`src/rtl/pwm_capture_if.sv`:
```
// Bundles the line samples and measurement results of pwm_capture.
//   din        line samples, bit 0 earliest in time
//   period     rise-to-rise time in fine units
//   high_time  rise-to-fall time in fine units
//   meas_valid 1-clk pulse when period/high_time are updated
//   ovf        1-clk pulse when no closing edge arrives in time
//   glitch     1-clk pulse when a word holds more than one edge of a kind
// master: line source / result consumer; slave: the capture block.
interface pwm_capture_if #(
  parameter int unsigned WIDTH  = 17,
  parameter int unsigned HRBITS = 3
);
  logic [2**HRBITS-1:0] din;
  logic [WIDTH-2:0]     period;
  logic [WIDTH-2:0]     high_time;
  logic                 meas_valid;
  logic                 ovf;
  logic                 glitch;

  modport master (
    output din,
    input  period, high_time, meas_valid, ovf, glitch
  );

  modport slave (
    input  din,
    output period, high_time, meas_valid, ovf, glitch
  );
endinterface

```
`src/rtl/pwm_capture.sv`:
```
// Measures period and high time of a PWM line delivered as deserialized
// sample words (2**HRBITS samples per clock), in fine sub-clock units.
//   i_clk  system clock
//   i_rst  synchronous reset, active high
//   bus    pwm_capture_if slave: din in; period, high_time, meas_valid,
//          ovf, glitch out (all outputs registered)
module pwm_capture #(
  parameter int unsigned WIDTH  = 17,
  parameter int unsigned HRBITS = 3
) (
  input logic          i_clk,
  input logic          i_rst,
  pwm_capture_if.slave bus
);
  localparam int unsigned N  = 2**HRBITS;
  localparam int unsigned PW = WIDTH - 1;
  localparam int unsigned EW = PW - HRBITS;
  localparam logic [EW-1:0] ElMax = '1;

  typedef enum logic [1:0] {StIdle, StHigh, StLow} state_e;

  state_e            r_state, w_state_d;
  logic              r_prev_bit;
  logic [EW-1:0]     r_elapsed, w_elapsed_d, w_el;
  logic [HRBITS-1:0] r_t_rise, w_t_rise_d;
  logic [PW-1:0]     r_high_acc, w_high_acc_d;
  logic [PW-1:0]     r_period, w_period_d;
  logic [PW-1:0]     r_high_time, w_high_time_d;
  logic              r_meas_valid, w_meas_d;
  logic              r_ovf, w_ovf_d;
  logic              r_glitch, w_glitch_d;

  logic [N:0]        w_ext;
  logic              w_rise_seen, w_rise_multi, w_fall_seen, w_fall_multi;
  logic [HRBITS-1:0] w_rpos, w_fpos;
  logic              w_fall_first, w_do_fall, w_do_rise, w_armed;

  // Edge detection across the word; bit 0 compares against the previous word's last sample.
  always_comb begin
    w_ext        = {bus.din, r_prev_bit};
    w_rise_seen  = 1'b0;
    w_rise_multi = 1'b0;
    w_fall_seen  = 1'b0;
    w_fall_multi = 1'b0;
    w_rpos       = '0;
    w_fpos       = '0;
    for (int i = int'(N) - 1; i >= 0; i--) begin
      if (w_ext[i+1] && !w_ext[i]) begin
        w_rise_multi = w_rise_multi | w_rise_seen;
        w_rise_seen  = 1'b1;
        w_rpos       = HRBITS'(i);
      end
      if (!w_ext[i+1] && w_ext[i]) begin
        w_fall_multi = w_fall_multi | w_fall_seen;
        w_fall_seen  = 1'b1;
        w_fpos       = HRBITS'(i);
      end
    end
  end

  always_comb begin
    w_state_d     = r_state;
    w_t_rise_d    = r_t_rise;
    w_high_acc_d  = r_high_acc;
    w_period_d    = r_period;
    w_high_time_d = r_high_time;
    w_meas_d      = 1'b0;
    w_ovf_d       = 1'b0;
    w_glitch_d    = 1'b0;
    w_el          = r_elapsed;
    w_armed       = 1'b0;
    w_do_fall     = 1'b0;
    w_do_rise     = 1'b0;
    w_fall_first  = w_fall_seen && (!w_rise_seen || (w_fpos < w_rpos));

    if (w_rise_multi || w_fall_multi) begin
      w_glitch_d = 1'b1;
      w_state_d  = StIdle;
    end else begin
      // Pass 0 handles the earlier edge of the word, pass 1 the later one.
      for (int k = 0; k < 2; k++) begin
        w_do_fall = w_fall_seen && (w_fall_first == (k == 0));
        w_do_rise = w_rise_seen && (w_fall_first != (k == 0));
        if (w_do_fall && (w_state_d == StHigh)) begin
          w_high_acc_d = {w_el, w_fpos} - {{EW{1'b0}}, w_t_rise_d};
          w_state_d    = StLow;
        end
        if (w_do_rise) begin
          if (w_state_d == StLow) begin
            w_period_d    = {w_el, w_rpos} - {{EW{1'b0}}, w_t_rise_d};
            w_high_time_d = w_high_acc_d;
            w_meas_d      = 1'b1;
          end
          // Elapsed is zero for the arming word itself.
          w_t_rise_d = w_rpos;
          w_el       = '0;
          w_armed    = 1'b1;
          w_state_d  = StHigh;
        end
      end
      if (!w_armed && (w_state_d != StIdle) && (r_elapsed == ElMax)) begin
        w_ovf_d   = 1'b1;
        w_state_d = StIdle;
      end
    end

    // The register holds the elapsed count of the next word.
    if (w_armed) begin
      w_elapsed_d = EW'(1);
    end else if (r_elapsed == ElMax) begin
      w_elapsed_d = ElMax;
    end else begin
      w_elapsed_d = r_elapsed + EW'(1);
    end
  end

  always_ff @(posedge i_clk) begin
    if (i_rst) begin
      r_state      <= StIdle;
      r_prev_bit   <= 1'b1;
      r_elapsed    <= '0;
      r_t_rise     <= '0;
      r_high_acc   <= '0;
      r_period     <= '0;
      r_high_time  <= '0;
      r_meas_valid <= 1'b0;
      r_ovf        <= 1'b0;
      r_glitch     <= 1'b0;
    end else begin
      r_state      <= w_state_d;
      r_prev_bit   <= bus.din[N-1];
      r_elapsed    <= w_elapsed_d;
      r_t_rise     <= w_t_rise_d;
      r_high_acc   <= w_high_acc_d;
      r_period     <= w_period_d;
      r_high_time  <= w_high_time_d;
      r_meas_valid <= w_meas_d;
      r_ovf        <= w_ovf_d;
      r_glitch     <= w_glitch_d;
    end
  end

  assign bus.period     = r_period;
  assign bus.high_time  = r_high_time;
  assign bus.meas_valid = r_meas_valid;
  assign bus.ovf        = r_ovf;
  assign bus.glitch     = r_glitch;
endmodule

```
`src/flat_wrapper.sv`:
```
// flat-port wrapper written by rule: the top's interface ports become plain ports
module pwm_capture_flat 
#(
  parameter int unsigned WIDTH  = 17,
  parameter int unsigned HRBITS = 3
)
  (i_clk, i_rst, bus_din, bus_period, bus_high_time, bus_meas_valid, bus_ovf, bus_glitch);
  pwm_capture_if #(.WIDTH(WIDTH), .HRBITS(HRBITS)) bus_i ();
  input logic i_clk;
  input logic i_rst;
  input wire logic [$bits(bus_i.din)-1:0] bus_din;
  output wire logic [$bits(bus_i.period)-1:0] bus_period;
  output wire logic [$bits(bus_i.high_time)-1:0] bus_high_time;
  output wire logic [$bits(bus_i.meas_valid)-1:0] bus_meas_valid;
  output wire logic [$bits(bus_i.ovf)-1:0] bus_ovf;
  output wire logic [$bits(bus_i.glitch)-1:0] bus_glitch;
  assign bus_i.din = bus_din;
  assign bus_period = bus_i.period;
  assign bus_high_time = bus_i.high_time;
  assign bus_meas_valid = bus_i.meas_valid;
  assign bus_ovf = bus_i.ovf;
  assign bus_glitch = bus_i.glitch;
  pwm_capture #(.WIDTH(WIDTH), .HRBITS(HRBITS)) u_core (.i_clk(i_clk), .i_rst(i_rst), .bus(bus_i));
endmodule
```
`config.mk`:
```
export PLATFORM = sky130hd
export DESIGN_NAME = pwm_capture_flat
export DESIGN_NICKNAME = d
export VERILOG_FILES = /design/src/rtl/pwm_capture_if.sv /design/src/rtl/pwm_capture.sv /design/src/flat_wrapper.sv
export SDC_FILE = /design/constraint.sdc
export NUM_CORES = 1
export LEC_CHECK = 0
export BUFFER_PORTS_ARGS = -buffer_cell sky130_fd_sc_hd__buf_4
export CAP_MARGIN = 30
export CELL_PAD_IN_SITES_DETAIL_PLACEMENT = 1
export CELL_PAD_IN_SITES_GLOBAL_PLACEMENT = 1
export CORE_ASPECT_RATIO = 0.9
export CORE_MARGIN = 1
export CORE_UTILIZATION = 41
export CTS_CLUSTER_DIAMETER = 150
export DETAILED_ROUTE_END_ITERATION = 12
export PLACE_DENSITY_LB_ADDON = 0.25
export SYNTH_ARGS = -nofsm -noshare
export SYNTH_HDL_FRONTEND = slang
export SYNTH_SLANG_ARGS = --single-unit
```
`constraint.sdc`:
```
create_clock -name i_clk -period 4.4 [get_ports i_clk]
set_clock_uncertainty 0.2 [all_clocks]
set_input_delay 0.66 -clock i_clk [delete_from_list [all_inputs] [get_ports i_clk]]
set_output_delay 0.66 -clock i_clk [all_outputs]
set_load 0.1 [all_outputs]
```
==> results by group <==
Placed design
  • Hpwl dp: about 13000 um
  • DP Cell Count: 831
  • I/O Buffers: 44
  • Routability cong.: 0.9116

Synthesis
  • Post-synth EDFFs: 0
  • Yosys cell types: 88
  • Syn_nets: 667
  • Top FF cell, synth: dfxtp_1
  • Synth area leader: dfxtp_1
  • Yosys reg bits: 70
  • Top-area cell type share of the netlist area: 27.62%
  • Sequential share of the synthesized area: 27.62%
  • Synth warnings: 0
  • Async SR Flop Fraction: 0%
  • Post-synthesis instance area: 0.005074 mm^2
  • Area contributors post-synth: dfxtp_1 (28%), nand2_1 (4.9%), nor2_1 (4.9%), xnor2_1 (4.7%), a21oi_1 (4.5%)
  • Synth Area per Inst: 7.928 um^2
  • Syn Inst Count: 640

Clock network
  • Clock Tree Root: clkbuf_16
  • CTS tree: yes
  • Setup Buffers After CTS: 0
  • Worst-Skew Late Latency: 0.35 ns
  • CTS buffer count: 9
  • Worst-case clock buffer depth: 2
  • PostCTS Resize Cnt: 0
  • H-tree depth: 3
  • Worst-path clk slew: around 0.050 ns
  • Hold buffer count at CTS: 0
  • Clk sinks: 70

Timing
  • Hold Vio Cnt, Final: 0
  • Max-slew violations: 0
  • Relative slew slack: around two fifths
  • Max Clk Rate: 0.2436 GHz
  • Finish-stage setup viols: 0
  • Final period util: 93.31%
  • Slew @ Worst Pin: 0.9099 ns
  • RSZ-0062 raised after global routing: no
  • Min Clock Period, post-route: 4.106 ns

Setup path
  • Worst Setup End Kind: flip-flop
  • Setup crit start: bus_din[1]
  • Startpoint types: input pin
  • R2R Setup Slk: 0.37 ns
  • Crit path kind: input pin to flip-flop
  • CP Max Fanout: 11
  • Worst reg2reg path depth: 16
  • Critical path arrival: 4.13 ns
  • Worst r2r src: u_core.r_prev_bit$_SDFF_PP1_
  • Worst Path Required: 4.43 ns
  • Reg2reg end: u_core.bus.period[6]$_SDFFE_PP0N_

GRT
  • Antenna violations before repair: 0
  • Remaining global-route overflow: 0
  • First-pass GRT wire length: between 20000 and 30000 um
  • Maximum number of pins on one net before global-route repair: 22
  • GRT Resource Usage Total: 28.51%
  • Vias in the first global route: 5127

Die
  • Initial core utilization: 42.01%
  • Chip height: 107.5 um
  • # rows: 38
  • Top Ports: 45
  • Die area: 0.01282 mm^2
  • Core ar.: 0.01208 mm^2
  • Die width: 119.3 um

Worst hold path
  • Worst hold path startpoint: u_core.bus.period[3]$_SDFFE_PP0N_
  • HP Class: flip-flop to flip-flop
  • WHS Endpoint: u_core.bus.period[3]$_SDFFE_PP0N_
  • Hold path cells: 2

Routing
  • WL/cell: 20.59 um
  • DR vias/cell: about 6.0
  • Initial DRC count: around 210
  • Post-route DRC: 0
  • First-pass DRT Iterations: 5
  • DRT antenna net count: 0
  • Final wirelength: 17440 um
  • Vias: 5045

Final layout
  • Final core utilization: about 49%
  • Nets@finish: 709
  • Area delta synth->final: 16.40%
  • Fill cell count: 1488
  • # diodes: 0
  • Share of cells above drive strength 1: 19.65%
  • Final std cells w/o fill: about 850

Power
  • Leak pwr: 2.313 nW
  • PD cells: around 340 mW/mm^2
  • Peak supply drop: 0.2536 mV

Flow run
  • Total of max-cap violations: 0

Outcome
  • Status: complete, no violations
power breakdown:
group          internal, mW  switching (mW)
registers             0.651          0.0232
logic                 0.236           0.416
clock network         0.397           0.301
cells by family after synthesis:
family,share of synthesized area [%]
flip-flops,27.62
AND/OR/NAND/NOR,21.78
multiplexers,2.047
buffers and inverters,6.239
adder cells (fa/ha/maj),4.686
XOR/XNOR,7.078
AO/OA/AOI/OAI,30.55
critical path, cell delays in order:
cell and delay (ns):
buf_4 0.15, nor2b_1 0.17, nor4_2 0.36, nand2_1 0.14, ha_1 0.24, nand2b_2 0.25
a211o_2 0.35, nand2_4 0.10, nand2_1 0.05, o21ai_0 0.12, ha_1 0.20, inv_1 0.06
fa_2 0.37, a21o_1 0.26, o31ai_1 0.20, o21ai_0 0.11, a221o_1 0.34
area by class of cell:
cell class                      count  area (um^2)  area share (%)
Clock inverter                      5        33.78          0.5720
Clock buffer                       11        242.7           4.110
Multi-Input combinational cell    502         3378           57.20
Timing Repair Buffer               74        553.0           9.364
Inverter                           25        96.34           1.631
Sequential cell                    70         1401           23.73
Tap cell                          160        200.2           3.390
worst max-delay path by stage:
stage,end,slack [ns],cells past startpoint
after global routing,u_core.bus.period[10]$_SDFFE_PP0N_,0.05,19
final,u_core.bus.period[6]$_SDFFE_PP0N_,0.29,17
after detailed placement,u_core.bus.period[8]$_SDFFE_PP0N_,-0.02,18
after global placement,u_core.bus.period[8]$_SDFFE_PP0N_,0.12,18
after floorplan,u_core.bus.period[6]$_SDFFE_PP0N_,0.04,19
after CTS,u_core.bus.period[6]$_SDFFE_PP0N_,0.32,17
registers in the layout (all words and copies together) (netlist names), named ones only:
| register | cells |
|---|---|
| u_core.bus.high_time | 16 |
| u_core.bus.period | 16 |
| u_core.r_high_acc | 16 |
| u_core.r_elapsed | 13 |
| u_core.r_state | 2 |
| u_core.bus.glitch | 1 |
| u_core.bus.meas_valid | 1 |
| u_core.bus.ovf | 1 |
| u_core.r_prev_bit | 1 |
routing by layer:
metal / vias to the layer above / wire [um] / global-route usage, %
met5: - / 0 / 0
met4: 0 / 430 / 11.30
met3: 30 / 964 / 5.614
met2: 135 / 7610 / 44.35
met1: 2487 / 8431 / 38.61
li1: 2393 / - / -
per-stage QoR:
step | TNS, ns | hold slack [ns] | setup slack, ns | instance area [um^2] | total power, mW
after floorplan | 0 | 0.2376 | 0.04490 | 5094 | 1.130
after global placement | 0 | 0.2606 | 0.1158 | 5612 | 1.308
after detailed placement | -0.02993 | 0.2681 | -0.01812 | 5617 | 1.320
after CTS | 0 | 0.2823 | 0.3175 | 5893 | 2.022
after global routing | 0 | 0.2909 | 0.05197 | 5906 | 2.112
final | 0 | 0.2709 | 0.2943 | 5906 | 2.025
synth_stat cells (all sizes together) (3+ instances only):
cell type	instances
a2111oi	8
a211o	6
a211oi	7
a21o	7
a21oi	48
a221o	6
a221oi	3
a22oi	8
a31o	3
and3	7
buf	19
clkbuf	24
dfxtp	70
ha	15
inv	25
mux2	3
mux2i	7
nand2	69
nand2b	8
nand3	13
nand4	3
nor2	70
nor2b	16
nor3	16
nor3b	3
nor4	3
o211a	3
o211ai	23
o21a	3
o21ai	44
o221ai	6
o22ai	4
o311ai	5
or2	9
or3	5
xnor2	27
xor2	14
layout by cell type (no fill, tap or decap), drive strengths merged, types with 4 or more instances in the layout:
cell     count
o21ai       44
clkbuf      11
nand2b       8
a22oi        8
nor2        70
a2111oi      8
inv         26
a211oi       7
xor2        14
buf         74
and3         7
xnor2       27
a221o        6
a21o         7
nor2b       16
o22ai        4
nor3        16
a21oi       48
dfxtp       70
nand3       13
or3          5
o221ai       6
nand2       69
ha          15
mux2i        7
a211o        6
or2          9
o211ai      23
o311ai       5
Note: power is estimated with default switching activity, not from simulation.
